<file path="src/rtl/mpt_pkg.sv">
`default_nettype none
// +----------------------------------------------------------------------------+
// | Module      : mpt_pkg                                                      |
// | Description : Shared types for the MPT walker control unit and its stage   |
// |               buffers: flush command/status encodings, the stage FSM state |
// |               enum, and the control/status port declaration macros.        |
// | Revision    : 1.0 - initial release                                        |
// +----------------------------------------------------------------------------+

// Port declaration helpers so every stage binds one index of the control
// unit's command/status arrays with identical widths.
`ifndef MPTW_CTRL_STATUS_PORT_MACROS
`define MPTW_CTRL_STATUS_PORT_MACROS
`define MPTW_FLUSH_CTRL_IN(name)    input  logic [$bits(mpt_pkg::mptw_flush_ctrl_e)-1:0]   name
`define MPTW_FLUSH_STATUS_OUT(name) output logic [$bits(mpt_pkg::mptw_flush_status_e)-1:0] name
`endif

package mpt_pkg;

  // Flush command from the control unit; bit 1 = drop all, bit 0 = drop speculative.
  typedef enum logic [1:0] {
    MPT_FLUSH_NONE = 2'b00,
    MPT_FLUSH_SPEC = 2'b01,
    MPT_FLUSH_ALL  = 2'b10
  } mptw_flush_ctrl_e;

  // All-ones means completed so the control unit can AND-reduce its status array.
  typedef enum logic {
    MPT_FLUSH_NOT_COMPLETED = 1'b0,
    MPT_FLUSHED_COMPLETED   = 1'b1
  } mptw_flush_status_e;

  typedef enum logic [1:0] {
    STAGE_RUN      = 2'd0,
    STAGE_FLUSHING = 2'd1,
    STAGE_DONE     = 2'd2
  } mpt_stage_state_e;

  localparam int unsigned C_STAGE_DEPTH = 2;

  // An entry survives a flush unless the ALL bit is set, or the SPEC bit is
  // set and the entry is speculative. A command with both bits set therefore
  // behaves as ALL.
  function automatic logic flush_keeps_entry(logic [1:0] cmd, logic spec);
    return ~cmd[1] & ~(cmd[0] & spec);
  endfunction

endpackage

`default_nettype wire

</file>
<file path="src/rtl/mpt_stage_buffer.sv">
`default_nettype none
// +----------------------------------------------------------------------------+
// | Module      : mpt_stage_buffer                                             |
// | Description : Flushable two-entry elastic buffer between MPT walker        |
// |               pipeline stages. Full-throughput valid/ready streaming,      |
// |               ALL/SPEC flush with in-order compaction of survivors, and    |
// |               a completion status back to the walker control unit.         |
// | Revision    : 1.0 - initial release                                        |
// +----------------------------------------------------------------------------+
module mpt_stage_buffer
  import mpt_pkg::*;
#(
  parameter int unsigned DATA_WIDTH = 64,
  parameter int unsigned DEPTH      = 2
) (
  input  logic                  clk_i,
  input  logic                  rst_ni,
  `MPTW_FLUSH_CTRL_IN(flush_ctrl_i),
  `MPTW_FLUSH_STATUS_OUT(flush_status_o),
  input  logic                  s_valid_i,
  output logic                  s_ready_o,
  input  logic [DATA_WIDTH-1:0] s_data_i,
  input  logic                  s_spec_i,
  output logic                  m_valid_o,
  input  logic                  m_ready_i,
  output logic [DATA_WIDTH-1:0] m_data_o,
  output logic                  m_spec_o,
  output logic                  busy_o
);

  // The slot/compaction logic below is written for exactly two entries.
  if (DEPTH != C_STAGE_DEPTH) begin : g_depth_check
    $error("mpt_stage_buffer: DEPTH must be 2");
  end

  mpt_stage_state_e      r_state;
  mpt_stage_state_e      w_state_next;
  logic                  w_latch_cmd;
  logic [1:0]            r_cmd;

  // Slot 0 is the head, slot 1 the tail; a valid tail implies a valid head.
  logic [1:0]            r_valid;
  logic [1:0]            r_spec;
  logic [DATA_WIDTH-1:0] r_data [C_STAGE_DEPTH];

  logic                  w_cmd_none;
  logic                  w_run;
  logic [1:0]            w_count;
  logic                  w_push;
  logic                  w_pop;
  logic [1:0]            w_keep;

  assign w_cmd_none = (flush_ctrl_i == MPT_FLUSH_NONE);
  assign w_run      = (r_state == STAGE_RUN);
  assign w_count    = {1'b0, r_valid[0]} + {1'b0, r_valid[1]};

  // Handshakes are suppressed the moment a command appears, so the cycle that
  // moves the FSM into FLUSHING never transfers anything.
  assign s_ready_o = w_run & w_cmd_none & (w_count < 2'(C_STAGE_DEPTH));
  assign m_valid_o = w_run & w_cmd_none & r_valid[0];
  assign m_data_o  = r_data[0];
  assign m_spec_o  = r_spec[0];

  assign w_push = s_valid_i & s_ready_o;
  assign w_pop  = m_valid_o & m_ready_i;

  assign w_keep[0] = r_valid[0] & flush_keeps_entry(r_cmd, r_spec[0]);
  assign w_keep[1] = r_valid[1] & flush_keeps_entry(r_cmd, r_spec[1]);

  assign flush_status_o = (r_state == STAGE_DONE) ? MPT_FLUSHED_COMPLETED
                                                  : MPT_FLUSH_NOT_COMPLETED;
  assign busy_o = r_valid[0] | r_valid[1] | ~w_run;

  // State register plus the command latched when a flush starts.
  always_ff @(posedge clk_i or negedge rst_ni) begin
    if (!rst_ni) begin
      r_state <= STAGE_RUN;
      r_cmd   <= MPT_FLUSH_NONE;
    end else begin
      r_state <= w_state_next;
      if (w_latch_cmd) begin
        r_cmd <= flush_ctrl_i;
      end
    end
  end

  // Next state: one FLUSHING cycle, then DONE until the command drops. A
  // different command arriving while in DONE starts another flush.
  always_comb begin
    w_state_next = r_state;
    w_latch_cmd  = 1'b0;
    case (r_state)
      STAGE_RUN: begin
        if (!w_cmd_none) begin
          w_state_next = STAGE_FLUSHING;
          w_latch_cmd  = 1'b1;
        end
      end
      STAGE_FLUSHING: begin
        w_state_next = STAGE_DONE;
      end
      STAGE_DONE: begin
        if (w_cmd_none) begin
          w_state_next = STAGE_RUN;
        end else if (flush_ctrl_i != r_cmd) begin
          w_state_next = STAGE_FLUSHING;
          w_latch_cmd  = 1'b1;
        end
      end
      default: begin
        w_state_next = STAGE_RUN;
      end
    endcase
  end

  // Slot storage: streaming push/pop in RUN, filter-and-compact in FLUSHING.
  always_ff @(posedge clk_i or negedge rst_ni) begin
    if (!rst_ni) begin
      r_valid   <= 2'b00;
      r_spec    <= 2'b00;
      r_data[0] <= '0;
      r_data[1] <= '0;
    end else if (r_state == STAGE_FLUSHING) begin
      if (w_keep[0]) begin
        // Head survives in place; tail stays behind it only if it survives too.
        r_valid[1] <= w_keep[1];
      end else begin
        // Head dropped: the tail (if kept) slides forward to stay in order.
        r_valid[0] <= w_keep[1];
        r_spec[0]  <= r_spec[1];
        r_data[0]  <= r_data[1];
        r_valid[1] <= 1'b0;
      end
    end else if (w_pop) begin
      if (w_push) begin
        // Pop with push is only possible at one entry: the new item is the head.
        r_spec[0] <= s_spec_i;
        r_data[0] <= s_data_i;
      end else begin
        r_valid[0] <= r_valid[1];
        r_spec[0]  <= r_spec[1];
        r_data[0]  <= r_data[1];
        r_valid[1] <= 1'b0;
      end
    end else if (w_push) begin
      if (!r_valid[0]) begin
        r_valid[0] <= 1'b1;
        r_spec[0]  <= s_spec_i;
        r_data[0]  <= s_data_i;
      end else begin
        r_valid[1] <= 1'b1;
        r_spec[1]  <= s_spec_i;
        r_data[1]  <= s_data_i;
      end
    end
  end

endmodule

`default_nettype wire

</file>
<file path="config.mk">
export PLATFORM = sky130hd
export DESIGN_NAME = mpt_stage_buffer
export DESIGN_NICKNAME = d
export VERILOG_FILES = /design/src/rtl/mpt_pkg.sv /design/src/rtl/mpt_stage_buffer.sv
export SDC_FILE = /design/constraint.sdc
export NUM_CORES = 1
export LEC_CHECK = 0
export CAP_MARGIN = 10
export CORE_MARGIN = 3
export CORE_UTILIZATION = 35
export DETAILED_ROUTE_END_ITERATION = 10
export GPL_ROUTABILITY_DRIVEN = 0
export PLACE_DENSITY_LB_ADDON = 0.12
export SLEW_MARGIN = 20
export SYNTH_ARGS = -nofsm -noshare
export SYNTH_HDL_FRONTEND = slang
export SYNTH_SLANG_ARGS = --single-unit
</file>
<file path="constraint.sdc">
create_clock -name clk_i -period 2.7 [get_ports clk_i]
set_input_delay 0.54 -clock clk_i [delete_from_list [all_inputs] [get_ports clk_i]]
set_output_delay 0.54 -clock clk_i [all_outputs]
set_load 0.02 [all_outputs]
</file>
After elaboration in Yosys (flattened, before gate mapping). Index checks and enable logic that the tools add are counted.

Logic and storage cells: 75. Register bits: 136.

$add $sub $neg: 1. Reductions and logical operators: 9. Eq/ne operators: 8. Multiplexer cells: 29. Bitwise operators: 19. Magnitude comparators: 1.

Operator list (count): 2-to-1 mux 64 bit (6); 2-to-1 mux 128 bit (1); 2-to-1 mux 2 bit (7); 2-to-1 mux 1 bit (13); AND 1 bit (11); AND reduction 3 bit (3); inequality test 3 x 2 -> 1 bit, second input constant (2); NOT 1 bit (6); case mux 2 bit (3 select lines) (1); nonzero test 3 bit (2); logical NOT 2 bit (2); inequality test 2 bit, second input constant (2); AND reduction 4 bit (1); inequality test 3 x 1 -> 1 bit, second input constant (1); adder 1 x 1 -> 2 bit (1); equality test 2 x 1 -> 1 bit, second input constant (1); equality test 2 bit, second input constant (1); < comparator 2 bit, second input constant (1); inequality test 2 bit (1); bitwise OR 1 bit (2); case mux 1 bit (2 select lines) (1); AND reduction 2 bit (1).

Depth between registers and ports, before layout.
Word-level depth: 7. Depth in mapped cells: 6. Mapped depth without buffers: 4.

Worst setup path after synthesis. Ideal clock, no wire load.

Path type: input-to-reg. From: in flush_ctrl_i[1] (netlist name). To: reg r_spec[0]. Data required time: 2.575 ns. Path buffers: 1. Stages on the path: 5. Setup slack: 0.729 ns. Data arrival time: 1.846 ns. Path through: nand4bb_1 a221oi_1 buf_2 mux2_2 mux2_2.

Cells in the longest elaborated chain, start to end: 7. Elaborated cells between the ends (all ways): 12.

RTL lines: logical NOT 2 bit * (line mpt_stage_buffer.sv:53) `assign w_cmd_none = (flush_ctrl_i == MPT_FLUSH_NONE);`; AND 1 bit * (line mpt_stage_buffer.sv:59, mpt_stage_buffer.sv:60); AND 1 bit (line mpt_stage_buffer.sv:59) `assign s_ready_o = w_run & w_cmd_none & (w_count < 2'(C_STAGE_DEPTH));`; AND 1 bit (line mpt_stage_buffer.sv:64) `assign w_push = s_valid_i & s_ready_o;`; 2-to-1 mux 1 bit (line mpt_stage_buffer.sv:135) `if (w_push) begin`; 2-to-1 mux 1 bit (line mpt_stage_buffer.sv:134) `end else if (w_pop) begin`; 2-to-1 mux 1 bit (line mpt_stage_buffer.sv:123) `end else if (r_state == STAGE_FLUSHING) begin`; to (signal assigned) (line mpt_stage_buffer.sv:130) `r_spec[0] <= r_spec[1];`; to (signal assigned) (line mpt_stage_buffer.sv:137) `r_spec[0] <= s_spec_i;`; to (signal assigned) (line mpt_stage_buffer.sv:141) `r_spec[0] <= r_spec[1];`; to (decl) (line mpt_stage_buffer.sv:43) `logic [1:0] r_spec;`.

Mark *: on every way between the ends. The rest lies on a longest branch, timed or not. A chain may end at the register's enable or synchronous reset.

Worst setup path after layout.
From: in flush_ctrl_i[0] (netlist name). To: out m_valid_o.

Cells in the longest elaborated chain, start to end: 3.

RTL lines: logical NOT 2 bit (line mpt_stage_buffer.sv:53); AND 1 bit (2 in a row) (line mpt_stage_buffer.sv:60) `assign m_valid_o = w_run & w_cmd_none & r_valid[0];`; to (decl) (line mpt_stage_buffer.sv:24) `output logic m_valid_o,`.

No other way between the ends.

==> metrics.csv <==
stage;metric;value;unit
die;Die Ht;141;um
critical_path;Crit. Startpoint;flush_ctrl_i[0];
cts;Clock Sinks;136;
critical_path;WP data arrival;2050;ps
yosys;Post-Syn Instances;466;
sta;RSZ-0062 raised after global routing;false;
layout;Multi-input gate area;2320;um2
placed_design;Inst Count DP;754;
drt;final WL;14100;um
sta;post-route minimum period;2590;ps
layout;Fill cells;1570;
drt;average vias per placed instance;5.02;
yosys;post-synthesis sequential area ratio;53.2;%
global_route;largest net degree at the start of global routing;68;
yosys;Primary FF master, synth;dfrtp_1;
drt;1st-pass router iterations;6;
die;core area;17600;um2
yosys;Async S/R FF share, synth;100;%
layout;Area growth syn-to-layout;28.5;%
yosys;Cell Area, Synth;6400;um2
cts;number of post-CTS setup repair buffers;0;
critical_path;CP max FO;3;
layout;nets@finish;619;
layout;ant diodes;0;
critical_path;Setup Crit Path Kind;in -> out;
drt;Residual DRC;0;
critical_path;Req. time, crit path;2160;ps
layout;layout cell share with drive strength beyond 1;31.6;%
pwr;largest vdd supply drop;500;uV
layout;Reg area;3400;um2
drt;vias after detailed routing;3947;
global_route;first-pass GRT wire length;23100;um
critical_path;Worst R2R Setup Slack;480;ps
cts;Clock Root Buffer;clkbuf_16;
die;Initial Util;36.4;%
critical_path;crit path capture;m_valid_o;
sta;final hold viol count;0;
placed_design;number of port buffers;139;
cts;insertion delay to the later sink of the worst-skew pair;410;ps
yosys;yosys warns;0;
run_status;status;finished clean;
cts;CTS tree;done;
sta;worst relative slew slack;56.3;%
die;I/O Pins;140;
placed_design;Setup WS pre-CTS;-39.3;ps
placed_design;DPL Wire Length;9310;um
sta;fmax;0.386;GHz
yosys;Synth Register Bits;136;
pwr;P per Cell Area;1090;nW/um2
layout;Final Non-Filler Cells;786;
critical_path;Worst Setup Start Kind;input pin;
pwr;Pleak;0.00379;uW
cts;CTS max path bufs;2;
hold_path;worst hold-check path type;in -> async;
yosys;Net Count, Synth;537;
yosys;Synth Area per Inst;13.7;um2
sta;Slew @ Worst Pin;656;ps
die;Die ar.;19900;um2
cts;htree depth;4;
die;Die Span X;141;um
drt;initial drt markers;140;
sta;Final Slew Violations;0;
global_route;vias in the first global route;4327;
critical_path;worst r2r src;r_state[1];
drt;antenna-violating nets left;0;
layout;utilization after layout;46.7;%
sta;tightest hold margin;131;ps
critical_path;critical path endpoint category;primary output;
sta;Final setup viols;0;
sta;period utilisation layout;95.9;%
cts;clock buffer count from CTS;17;
job;max-cap viol count;0;
sta;worst setup margin;110;ps
global_route;Global Route Usage Sum;14.9;%
critical_path;reg2reg end;m_data_o[23];
drt;wire length per cell;18.0;um
sta;skew final;4.89;ps
die;row count;48;
cts;Reg clk slew, reported paths;50;ps
global_route;initial antenna violation count;0;
yosys;Synth cell types;32;
yosys;number of synthesized flops with an enable pin;0;
critical_path;R2R cell count;6;
global_route;gr ovfl total;0;
==> cell usage in the layout (no fill, tap or decap), drive strengths merged <==
cell type and instances:
clkdlybuf4s50 137, dfrtp 136, mux2 131, a22o 64, clkbuf 25, buf 18
nand2 10, a21boi 3, a21oi 3, o21ai 3, bufinv 3, clkinv 3
a21o 2, nand3b 2, nor3 2, and2 2, nor2b 1, nor4 1
or4 1, inv 1, nand4bb 1, and3 1, a221oi 1, nand2b 1
nor2 1, a22oi 1, or2 1, a31o 1, o32ai 1, nand3 1
a311oi 1, clkinvlp 1, dlygate4sd2 1
==> metrics by stage <==
| stage | total power [uW] | instance area (um2) | TNS [ps] |
|---|---|---|---|
| after floorplan | 5680 | 6400 | 0 |
| after global placement | 6520 | 7590 | 0 |
| after detailed placement | 6610 | 7590 | -1100 |
| after CTS | 9080 | 8220 | 0 |
| after global routing | 9460 | 8220 | 0 |
| final | 8940 | 8220 | 0 |
==> kinds of logic (layout without fill, tap and decap cells) <==
family,Yosys count,after routing,synth area share [%]
flops,136,136,53.2
simple gates,25,25,2.41
mux,131,131,23.1
buf+inv,94,189,10.9
compound gates,80,80,10.5
==> power by group <==
group / leakage, uW / switching, uW / total [uW] / internal, uW
logic: 0.00163 / 1480 / 3210 / 1730
registers: 0.00185 / 483 / 3310 / 2830
clock network: 0.000309 / 821 / 2420 / 1600
==> registers in the layout, summed over array words and instances (netlist names) <==
register	cells
r_cmd	2
r_data	64
r_spec	2
m_data_o	64
r_state	2
r_valid	2
==> worst min path at each step <==
| stage | endpoint | slack (ps) | cells past startpoint |
|---|---|---|---|
| 2_1_floorplan | m_data_o[0] | 240 | 0 |
| 3_3_place_gp | r_data[59] | 470 | 1 |
| 3_5_place_dp | r_data[59] | 480 | 1 |
| 4_1_cts | m_data_o[63] | 150 | 1 |
| 5_1_grt | m_data_o[40] | 180 | 1 |
| 6_report | m_data_o[40] | 130 | 1 |
==> synth_stat cells (2+ instances only) <==
master / number / area, um2
clkbuf_1: 4 / 15.0
dfrtp_1: 136 / 3400
buf_8: 4 / 60.1
nor3_1: 2 / 10.0
a21oi_1: 3 / 15.0
o21ai_0: 3 / 15.0
buf_4: 71 / 533
buf_6: 2 / 22.5
and2_1: 2 / 12.5
nand2_1: 10 / 37.5
a22o_1: 64 / 561
mux2_1: 9 / 101
nand3b_1: 2 / 15.0
buf_2: 12 / 60.1
a21boi_0: 3 / 22.5
mux2_2: 122 / 1370
a21o_1: 2 / 15.0
==> layer usage <==
layer | GRT usage, % | up-vias | part of all wire [%]
met5 | 0 | - | 0
met1 | 19.5 | 2037 | 45
met4 | 5.41 | 0 | 1.3
li1 | - | 1796 | -
met3 | 4.14 | 14 | 4.8
met2 | 23.6 | 100 | 49
==> layout make-up <==
type                    instances  area share (%)
clock buffers                  25            6.27
clock inverters                 7            1.37
inverters                       1          0.0457
multi-input cells             236            28.3
flip-flops and latches        136            41.4
well taps                     225            3.42
repair buffers                156            19.2
==> worst max-delay path, stage by stage <==
cell and delay [ps]:
clkdlybuf4s50_1 470, nor4_4 280, and2_1 170, clkdlybuf4s50_1 600
==> what timing repair did <==
action                                  in CTS  in global routing
endpoints found under the setup margin       1                  0
endpoints found under the hold margin        0                  0
hold buffers                                 0                  0
resized for setup                            1                  0
(Power assumes the default switching activity.)
==> RTL edit, RTL diff (same flow settings) <==
Make the reset (`rst_ni`) synchronous in 2 clocked blocks.
--- a/src/rtl/mpt_stage_buffer.sv
+++ b/src/rtl/mpt_stage_buffer.sv
@@ -73,5 +73,5 @@
 
   // State register plus the command latched when a flush starts.
-  always_ff @(posedge clk_i or negedge rst_ni) begin
+  always_ff @(posedge clk_i) begin
     if (!rst_ni) begin
       r_state <= STAGE_RUN;
@@ -115,5 +115,5 @@
 
   // Slot storage: streaming push/pop in RUN, filter-and-compact in FLUSHING.
-  always_ff @(posedge clk_i or negedge rst_ni) begin
+  always_ff @(posedge clk_i) begin
     if (!rst_ni) begin
       r_valid   <= 2'b00;
Function: differs if rst_ni is asserted again (counterexample within 4 cycles, from zero or initial values and one cycle with rst_ni low); with rst_ni held inactive, the same outputs for 4 cycles.
==> RTL edit against the original RTL <==
  * Sequential share of layout area rose by 6.7 points
  * Sequential cell count did not move
  * Setup slack worse by 0.023 ns
  * Synthesized cell count increased by 17%
  * Via count rose by 3.5%
  * Final area up 1.3%
  * Routed wire length fell by 0.43%
  * Synthesized area fell by 2.1%
  * Highest routed layer unchanged
Power is not compared: it rests on default switching activity, and its combinational part moved more than twofold at a synthesized area within 25%.
==> RTL edit: results (changes against the original RTL) <==
via count=4085 (was 3947); met2 Track Usage GR=0.231 (was 0.236); DRT Pass-1 Iters=4 (was 6); Initial DRC Count=295 (was 140); largest net degree at the start of global routing=45 (was 68); DRT met1 WL=6.36 mm (was 6.40 mm); Synth Flop Type=edfxtp_1 (was dfrtp_1); filler instances=1592 (was 1570); post-route setup slack=0.0867 ns (was 0.110 ns); comb_multi_in=311 (was 236); outcome=completed (unchanged); Post-layout nets=712 (was 619); grt met3 use=0.0481 (was 0.0414); Reg-to-Reg Start=r_valid[0] (was r_state[1]); syn nets=616 (was 537); type of the worst min-delay path=reg2reg (was in2async); crit path to=s_ready_o (was m_valid_o); GR Util met1=0.201 (was 0.195); met2 WL post-DR=6.74 mm (was 6.87 mm); synth unique cells=41 (was 32); cell area after layout=0.00833 sq mm (was 0.00822 sq mm); Seq Cell Count=136 (unchanged); global-route wire length before repair=22.8 mm (was 23.1 mm); Setup WS pre-CTS=-0.169 ns (was -0.0393 ns); Clock-cell share=0.0696 (was 0.0764); Seq area share=0.481 (was 0.414); crit-path max FO=4 (was 3); FF-to-FF End=r_data[0][104] (was m_data_o[23]); FFs w/ async S/R, synth=0 (was 1.00); dominant cells by area after synthesis=edfxtp_1 (61%), nand2_1 (8.0%), buf_4 (7.7%) (was dfrtp_1 (53%), mux2_2 (21%), a22o_1 (8.8%)); GRT Total Usage=0.149 (about the same); R2R Setup Slk=0.43 ns (was 0.48 ns); drt wl/cell=16.0 um (was 18.0 um); post-synthesis sequential area ratio=0.639 (was 0.532); worst slew pin tran=0.473 ns (was 0.656 ns); invs w/o clock=4 (was 1); share of layout cells above drive strength 1=0.112 (was 0.316); Setup Skew=0.00516 ns (was 0.00489 ns); Synth top cells by count=nand2_1 (134), edfxtp_1 (128), a21oi_1 (69) (was dfrtp_1 (136), mux2_2 (122), buf_4 (71)); met3 wire length=864 um (was 683 um)
RTL edit: cell count changes after synthesis, sizes merged, moves of 5 or more:
cell	change
dfxtp	+8
a22o	-64
buf	-16
a21oi	+66
and2	+63
dfrtp	-136
clkbuf	+17
mux2	-131
edfxtp	+128
nor2	+5
nand2	+124
RTL edit: per-stage QoR:
stage | power, mW | std cells
after floorplan | 3.07 | 545
after global placement | 3.42 | 847
after detailed placement | 3.43 | 847
after CTS | 5.71 | 879
after global routing | 5.86 | 879
final | 5.63 | 879
RTL edit: worst max-delay path: stages:
cell and delay [ns]:
clkdlybuf4s50_1 0.50, or4_4 0.57, a21oi_1 0.12, dlygate4sd2_1 0.34
RTL edit: power by group:
group | leakage, nW | switching (mW) | internal (mW) | total [mW]
clock network | 0.265 | 0.899 | 1.36 | 2.26
registers | 1.41 | 0.0636 | 2.50 | 2.56
logic | 1.38 | 0.410 | 0.401 | 0.811
total | 3.06 | 1.37 | 4.26 | 5.63
RTL edit: how the worst min path moves through the flow:
stage                     end  slack [ns]  cells after the start
global route        r_spec[0]        0.55                      2
CTS                 r_spec[0]        0.51                      2
finish              r_spec[0]        0.51                      2
global placement    r_spec[0]        0.50                      2
detailed placement  r_spec[0]        0.51                      2
floorplan           r_spec[0]        0.47                      2
RTL edit: kinds of logic after synthesis:
kind of cell           after synthesis  share of synthesized area
AND/OR/NAND/NOR                    218                      0.164
multiplexers                         1                    0.00160
buffers and inverters               98                      0.107
AO/OA/AOI/OAI                       91                     0.0871
flip-flops                         136                      0.639
XOR/XNOR                             1                    0.00140
RTL edit: repair_timing:
action                     CTS  global route
setup endpoints to repair    2             1
pin swaps                    0             0
resized for setup            3             1
